--- src/rtl/pack_arbiter_pkg.sv ---
// pack_arbiter_pkg: shared types, default sizes and slot helpers for the
// pack_arbiter round-robin packer and its rr_arbiter sub-module.
package pack_arbiter_pkg;

  // Beat assembly state: FILL accepts words, FULL holds a beat for the consumer.
  typedef enum logic {
    ST_FILL = 1'b0,
    ST_FULL = 1'b1
  } state_e;

  // Default configuration and the widths derived from it.
  localparam int DEF_N_REQ  = 4;
  localparam int DEF_WORD_W = 8;
  localparam int DEF_N_PACK = 4;
  localparam int DEF_PTR_W  = $clog2(DEF_N_REQ);
  localparam int DEF_FILL_W = $clog2(DEF_N_PACK + 1);

  // Low bit of a slot inside a packed vector of equally sized fields.
  function automatic int slot_lo(input int slot, input int width);
    return slot * width;
  endfunction

endpackage

--- src/rtl/rr_arbiter.sv ---
// rr_arbiter: combinational round-robin grant. Searches from ptr+1 upward
// with wrap and grants the first active request (one-hot, or zero if none).
module rr_arbiter
  import pack_arbiter_pkg::*;
#(
  parameter int N     = DEF_N_REQ,
  parameter int PTR_W = $clog2(N)
) (
  input  logic [N-1:0]     req,
  input  logic [PTR_W-1:0] ptr,
  output logic [N-1:0]     grant
);

  logic             found;
  logic [PTR_W-1:0] cand;

  // Walk the candidates in priority order starting just after the last winner.
  always_comb begin
    // NOTE: every signal written here gets a default first, so no path leaves it unassigned (no latch).
    grant = '0;
    found = 1'b0;
    cand  = '0;
    for (int k = 1; k <= N; k++) begin
      cand = PTR_W'((int'(ptr) + k) % N);
      if (!found && req[cand]) begin
        grant[cand] = 1'b1;
        found       = 1'b1;
      end
    end
  end

endmodule

--- src/rtl/pack_arbiter.sv ---
// pack_arbiter: shares one packing register between N_REQ word-wide
// requesters. Accepted words fill slots MSB-first; a full (or flushed) beat
// is offered downstream with valid/ready. Optional feature macro
// PACK_ARBITER_SRC_EN adds o_outSrc, the requester index recorded per slot.
module pack_arbiter
  import pack_arbiter_pkg::*;
#(
  parameter int N_REQ  = DEF_N_REQ,
  parameter int WORD_W = DEF_WORD_W,
  parameter int N_PACK = DEF_N_PACK
) (
  input  logic                              i_clk,
  input  logic                              i_rst,
  input  logic                              i_cg,
  input  logic [N_REQ-1:0]                  i_reqValid,
  output logic [N_REQ-1:0]                  o_reqReady,
  input  logic [N_REQ*WORD_W-1:0]           i_reqData,
  input  logic                              i_flush,
  output logic                              o_outValid,
  input  logic                              i_outReady,
  output logic [N_PACK*WORD_W-1:0]          o_outData,
`ifdef PACK_ARBITER_SRC_EN
  output logic [N_PACK*$clog2(N_REQ)-1:0]   o_outSrc,
`endif
  output logic [$clog2(N_PACK+1)-1:0]       o_outFill
);

  localparam int PTR_W  = $clog2(N_REQ);
  localparam int FILL_W = $clog2(N_PACK + 1);
  localparam int DATA_W = N_PACK * WORD_W;

  state_e              state_q, state_d;
  logic [FILL_W-1:0]   fill_q, fill_d;
  logic [PTR_W-1:0]    ptr_q, ptr_d;
  logic [DATA_W-1:0]   data_q, data_d;
`ifdef PACK_ARBITER_SRC_EN
  localparam int SRC_W = N_PACK * PTR_W;
  logic [SRC_W-1:0]    src_q, src_d;
`endif

  logic [N_REQ-1:0]    grant;
  logic [PTR_W-1:0]    grant_idx;
  logic [WORD_W-1:0]   word;
  logic                accept_win;
  logic                accept;
  logic [FILL_W-1:0]   wr_slot;
  logic [FILL_W-1:0]   fill_inc;

  rr_arbiter #(
    .N     (N_REQ),
    .PTR_W (PTR_W)
  ) u_rr (
    .req   (i_reqValid),
    .ptr   (ptr_q),
    .grant (grant)
  );

  // A word may enter while filling, or while full if the held beat leaves this cycle.
  assign accept_win = (state_q == ST_FILL) || i_outReady;
  assign o_reqReady = (i_cg && !i_rst && accept_win) ? grant : '0;
  assign accept     = |o_reqReady;
  assign wr_slot    = FILL_W'(N_PACK - 1) - fill_q;
  assign fill_inc   = fill_q + FILL_W'(1);

  // Encode the one-hot grant and select the granted word.
  always_comb begin
    grant_idx = '0;
    word      = '0;
    for (int r = 0; r < N_REQ; r++) begin
      if (grant[r]) begin
        grant_idx = PTR_W'(r);
        word      = i_reqData[slot_lo(r, WORD_W) +: WORD_W];
      end
    end
  end

  // Next-state logic: slot writes, fill count, pointer and beat transitions.
  always_comb begin
    state_d = state_q;
    fill_d  = fill_q;
    ptr_d   = ptr_q;
    data_d  = data_q;
`ifdef PACK_ARBITER_SRC_EN
    src_d   = src_q;
`endif
    if (i_cg) begin
      if (accept) ptr_d = grant_idx;
      case (state_q)
        ST_FILL: begin
          if (accept) begin
            for (int s = 0; s < N_PACK; s++) begin
              if (FILL_W'(s) == wr_slot) begin
                data_d[slot_lo(s, WORD_W) +: WORD_W] = word;
`ifdef PACK_ARBITER_SRC_EN
                src_d[slot_lo(s, PTR_W) +: PTR_W] = grant_idx;
`endif
              end
            end
            fill_d = fill_inc;
            // The word lands first; a same-cycle flush then closes the beat.
            if (fill_inc == FILL_W'(N_PACK) || i_flush) state_d = ST_FULL;
          end else if (i_flush && fill_q != '0) begin
            state_d = ST_FULL;
          end
        end
        ST_FULL: begin
          // Handshake clears the beat; a word accepted alongside opens the next one.
          if (i_outReady) begin
            state_d = ST_FILL;
            data_d  = '0;
            fill_d  = '0;
`ifdef PACK_ARBITER_SRC_EN
            src_d   = '0;
`endif
            if (accept) begin
              data_d[slot_lo(N_PACK - 1, WORD_W) +: WORD_W] = word;
              fill_d = FILL_W'(1);
`ifdef PACK_ARBITER_SRC_EN
              src_d[slot_lo(N_PACK - 1, PTR_W) +: PTR_W] = grant_idx;
`endif
            end
          end
        end
        default: state_d = ST_FILL;
      endcase
    end
  end

  // State registers with asynchronous reset discarding any partial beat.
  always_ff @(posedge i_clk or posedge i_rst) begin
    // NOTE: sequential state uses non-blocking assignments so every flop samples pre-edge values.
    if (i_rst) begin
      state_q <= ST_FILL;
      fill_q  <= '0;
      ptr_q   <= PTR_W'(N_REQ - 1);
      // NOTE: the packing register is a handful of flops, not a RAM, so it is reset to give zeroed slots.
      data_q  <= '0;
`ifdef PACK_ARBITER_SRC_EN
      src_q   <= '0;
`endif
    end else begin
      state_q <= state_d;
      fill_q  <= fill_d;
      ptr_q   <= ptr_d;
      data_q  <= data_d;
`ifdef PACK_ARBITER_SRC_EN
      src_q   <= src_d;
`endif
    end
  end

  assign o_outValid = i_cg && (state_q == ST_FULL);
  assign o_outData  = data_q;
  assign o_outFill  = fill_q;
`ifdef PACK_ARBITER_SRC_EN
  assign o_outSrc   = src_q;
`endif

endmodule

--- config.mk ---
export PLATFORM = sky130hd
export DESIGN_NAME = pack_arbiter
export DESIGN_NICKNAME = d
export VERILOG_FILES = /design/src/rtl/pack_arbiter_pkg.sv /design/src/rtl/rr_arbiter.sv /design/src/rtl/pack_arbiter.sv
export SDC_FILE = /design/constraint.sdc
export NUM_CORES = 1
export LEC_CHECK = 0
export ABC_AREA = 1
export BUFFER_PORTS_ARGS = -buffer_cell sky130_fd_sc_hd__buf_4
export CORE_MARGIN = 2
export CORE_UTILIZATION = 41
export DETAILED_ROUTE_END_ITERATION = 8
export PLACE_DENSITY = 0.7
export SETUP_SLACK_MARGIN = 0.05
export SYNTH_ARGS = -nofsm -noshare
export SYNTH_HDL_FRONTEND = slang
export SYNTH_SLANG_ARGS = --single-unit
export TNS_END_PERCENT = 50
--- constraint.sdc ---
create_clock -name i_clk -period 2.4 [get_ports i_clk]
set_input_delay 0.12 -clock i_clk [delete_from_list [all_inputs] [get_ports i_clk]]
set_output_delay 0.12 -clock i_clk [all_outputs]
set_load 0.005 [all_outputs]
==> reports/qor.txt <==
post-synthesis to final-layout area growth = 42.5%
detailed-route DRC error count = 0
count of distinct cell types in the synthesized netlist = 29
largest net degree at the start of global routing = 40
Total Negative Setup Slacks = 0 ps
static power due to leakage = 2.05 nW
chip width = 84.6 um
final std cell area, no fill = 3790 um2
total internal power = 3.09 mW
time the worst path needs with I/O delays and setup = 2300 ps
failing checks = negative hold slack
period utilization = 96.0%
net switching component of the power = 3.02 mW
count of nets left with antenna violations after detail routing = 0
final core occ = 60.1%
number of buffers added by the clock tree synthesis step = 5
signal arrival time at the worst endpoint = 2180 ps
worst slew pin tran = 506 ps
total number of vias = 2635
Total Routing Usage GR = 20.5%
antenna violations before repair = 0
worst relative slew slack = 66.3%
clock latency on the worst-skew pair = 300 ps
endpoint type of the worst setup path = primary output
quantity of hold-fixing buffers added after cts = 0
power density over cell area = 1610 nW/um2
first-pass GRT wire length = 11800 um
maximum clock frequency = 434 MHz
area taken by multi-input logic gates = 1730 um2
outcome = finished with violations
diode count = 0
setup repair after global routing missed its margin = yes
DIE AREA = 7150 um2
Starting DRT DRC Count = 133
switching portion of total power = 49.5%
Worst Slack Setup Final = 96.5 ps
core region area = 6310 um2
maximum VDD drop = 0.000750 V
kind of launch point of the worst setup path = register
Site Rows = 29
clock transition at the register clock pins on the worst setup and hold paths after CTS = 80 ps
Mean Syn Cell Area = 7.50 um2
grt total ovfl = 0
fraction of layout cells with a size suffix above 1 = 38.8%
Clock Tree Buf Depth = 2
warnings from Yosys = 0
count of state elements after synthesis = 38
library cell used as clock root buffer = sky130_fd_sc_hd__clkbuf_8
number of cells produced by synthesis = 355
register share of total power = 17.7%
Seq/Total Area, Yosys = 35.8%
max_cap viols = 0
port buffer count = 80
via count of the first global-routing pass = 2489
clock tree from TritonCTS = done
Post-Place Cell Area = 3420 um2
Wirelength per Cell = 13.4 um
synthesized netlist net count = 409
filler cell count = 572
number of setup violations in the final report = 0
overall power of the completed layout = 6.10 mW
number of vias per cell = 4.96
Netlist Area Pre-Place = 2660 um2
class of the most critical hold timing path = in -> async
CP Max Fanout = 10
classification of the worst setup path = reg -> out
Post-Route WL = 7090 um
RePlAce Congestion = 0.867
final max-slew violation count = 0
data required time of the critical path = 2280 ps
FF/Latch Area = 953 um2
H-tree depth = 2
share of total power in the clock network = 10.9%
iteration count of the initial detailed-routing pass = 4
Initial Util = 42.2%
ports placed on the boundary = 81
Clock Sink Count = 38
total instance count after detailed placement = 518
portion of total power attributed to combinational logic = 71.4%
Hold Violations, Final = 2
DIE HEIGHT = 84.6 um
Finished Layout Cells = 531
half-perimeter wire length after detailed placement = 5490 um
count of nets after finishing = 507
Setup Skew = 6.28 ps
worst slack, placed = 60.5 ps
hold_ws = -2.18 ps
[registers in the layout, indices dropped and copies added (netlist names)]
| signal | cells |
|---|---|
| state_q | 1 |
| o_outData | 32 |
| ptr_q | 2 |
| o_outFill | 3 |
[final cells by class]
class,instances,share of cell area [%]
clock buffer,5,1.81
clock inverter,3,1.81
inverter,33,3.53
multi-input combinational,279,45.5
sequential,38,25.1
tap,77,2.54
timing repair buffer,96,19.7
[layer usage]
metal  part of all wire [%]  track usage [%]  up-vias
met3                    5.6             4.82       14
met5                      0                0        -
li1                       -                -     1320
met4                    2.2             6.06        0
met2                     50             34.6       76
met1                     42             26.0     1225
[repair_timing]
| item | in CTS | in global routing |
|---|---|---|
| setup endpoints to repair | 4 | 34 |
| pin swaps | 0 | 26 |
| setup buffers | 2 | 3 |
| gates resized for setup | 3 | 43 |
[Yosys cell counts]
master	count	area, um2
sky130_fd_sc_hd__a21oi_1	12	60.1
sky130_fd_sc_hd__a21oi_2	7	61.3
sky130_fd_sc_hd__a22oi_1	1	7.51
sky130_fd_sc_hd__buf_1	1	3.75
sky130_fd_sc_hd__buf_2	1	5.00
sky130_fd_sc_hd__buf_4	2	15.0
sky130_fd_sc_hd__buf_6	1	11.3
sky130_fd_sc_hd__dfrtp_1	36	901
sky130_fd_sc_hd__dfstp_2	2	52.6
sky130_fd_sc_hd__ha_1	13	163
sky130_fd_sc_hd__inv_1	28	105
sky130_fd_sc_hd__inv_2	3	11.3
sky130_fd_sc_hd__inv_4	2	12.5
sky130_fd_sc_hd__nand2_1	147	552
sky130_fd_sc_hd__nand2_2	4	25.0
sky130_fd_sc_hd__nand2_4	6	67.6
sky130_fd_sc_hd__nand2_8	1	20.0
sky130_fd_sc_hd__nand3_1	30	150
sky130_fd_sc_hd__nand3_2	3	30.0
sky130_fd_sc_hd__nand3_4	8	140
sky130_fd_sc_hd__nor2_1	26	97.6
sky130_fd_sc_hd__nor2_2	2	12.5
sky130_fd_sc_hd__nor2_4	2	22.5
sky130_fd_sc_hd__nor2_8	3	60.1
sky130_fd_sc_hd__o2111ai_1	1	8.76
sky130_fd_sc_hd__o21ai_0	7	35.0
sky130_fd_sc_hd__o21ai_1	4	20.0
sky130_fd_sc_hd__o22ai_1	1	6.26
sky130_fd_sc_hd__or2_2	1	6.26
[worst max-delay path: stages, from the launching register on]
cell and delay, ps:
sky130_fd_sc_hd__dfstp_2 570, sky130_fd_sc_hd__inv_4 40, sky130_fd_sc_hd__ha_4 290, sky130_fd_sc_hd__nand3_1 90, sky130_fd_sc_hd__nand2_2 90, sky130_fd_sc_hd__nand2_2 70
sky130_fd_sc_hd__nor2_4 160, sky130_fd_sc_hd__nand2_2 80, sky130_fd_sc_hd__nand3_4 90, sky130_fd_sc_hd__buf_6 130, sky130_fd_sc_hd__inv_6 50, sky130_fd_sc_hd__nor2_4 110
sky130_fd_sc_hd__buf_6 110
[placed cells by master (no fill, tap or decap), drive strengths merged, types with 2 or more instances in the layout]
cell / n
nand2: 158
buf: 96
a21oi: 19
ha: 13
nand3: 41
dfrtp: 36
dfstp: 2
nor2: 33
bufinv: 2
inv: 33
clkbuf: 5
o21ai: 11
[power by group through the flow]
| stage | Clock [mW] | Sequential [mW] | Combinational (mW) |
|---|---|---|---|
| floorplan | 0 | 1.10 | 2.54 |
| global placement | 0 | 1.09 | 3.58 |
| detailed placement | 0 | 1.09 | 3.65 |
| CTS | 0.674 | 1.08 | 3.78 |
| global route | 0.710 | 1.12 | 4.80 |
| finish | 0.665 | 1.08 | 4.36 |
[path summary, 6_finish.rpt]
| path | depth (start not counted) | startpoint | slack (ps) | endpoint |
|---|---|---|---|---|
| hold reg to reg | 2 | o_outData[12]$_DFFE_PP0P_ | 490 | o_outData[12]$_DFFE_PP0P_ |
| setup reg to reg | 15 | ptr_q[0]$_DFFE_PP1P_ | 100 | o_outData[9]$_DFFE_PP0P_ |
| min in group i_clk | 2 | i_outReady | 10 | state_q$_DFFE_PP0P_ |
| setup / recovery | 12 | ptr_q[0]$_DFFE_PP1P_ | 100 | o_reqReady[2] |
| max in group asynchronous | 3 | i_rst | 2020 | ptr_q[1]$_DFFE_PP1P_ |
| hold / removal | 3 | i_rst | -2 | o_outData[15]$_DFFE_PP0P_ |
[kinds of logic (layout without fill, tap and decap cells)]
family / Yosys count / after routing / synth area share, %
AND/OR/NAND/NOR: 233 / 233 / 44.5
adder cells (fa/ha/maj): 13 / 13 / 6.11
flip-flops: 38 / 38 / 35.8
AO/OA/AOI/OAI: 33 / 33 / 7.47
buffers and inverters: 38 / 137 / 6.16
(Power assumes the default switching activity.)
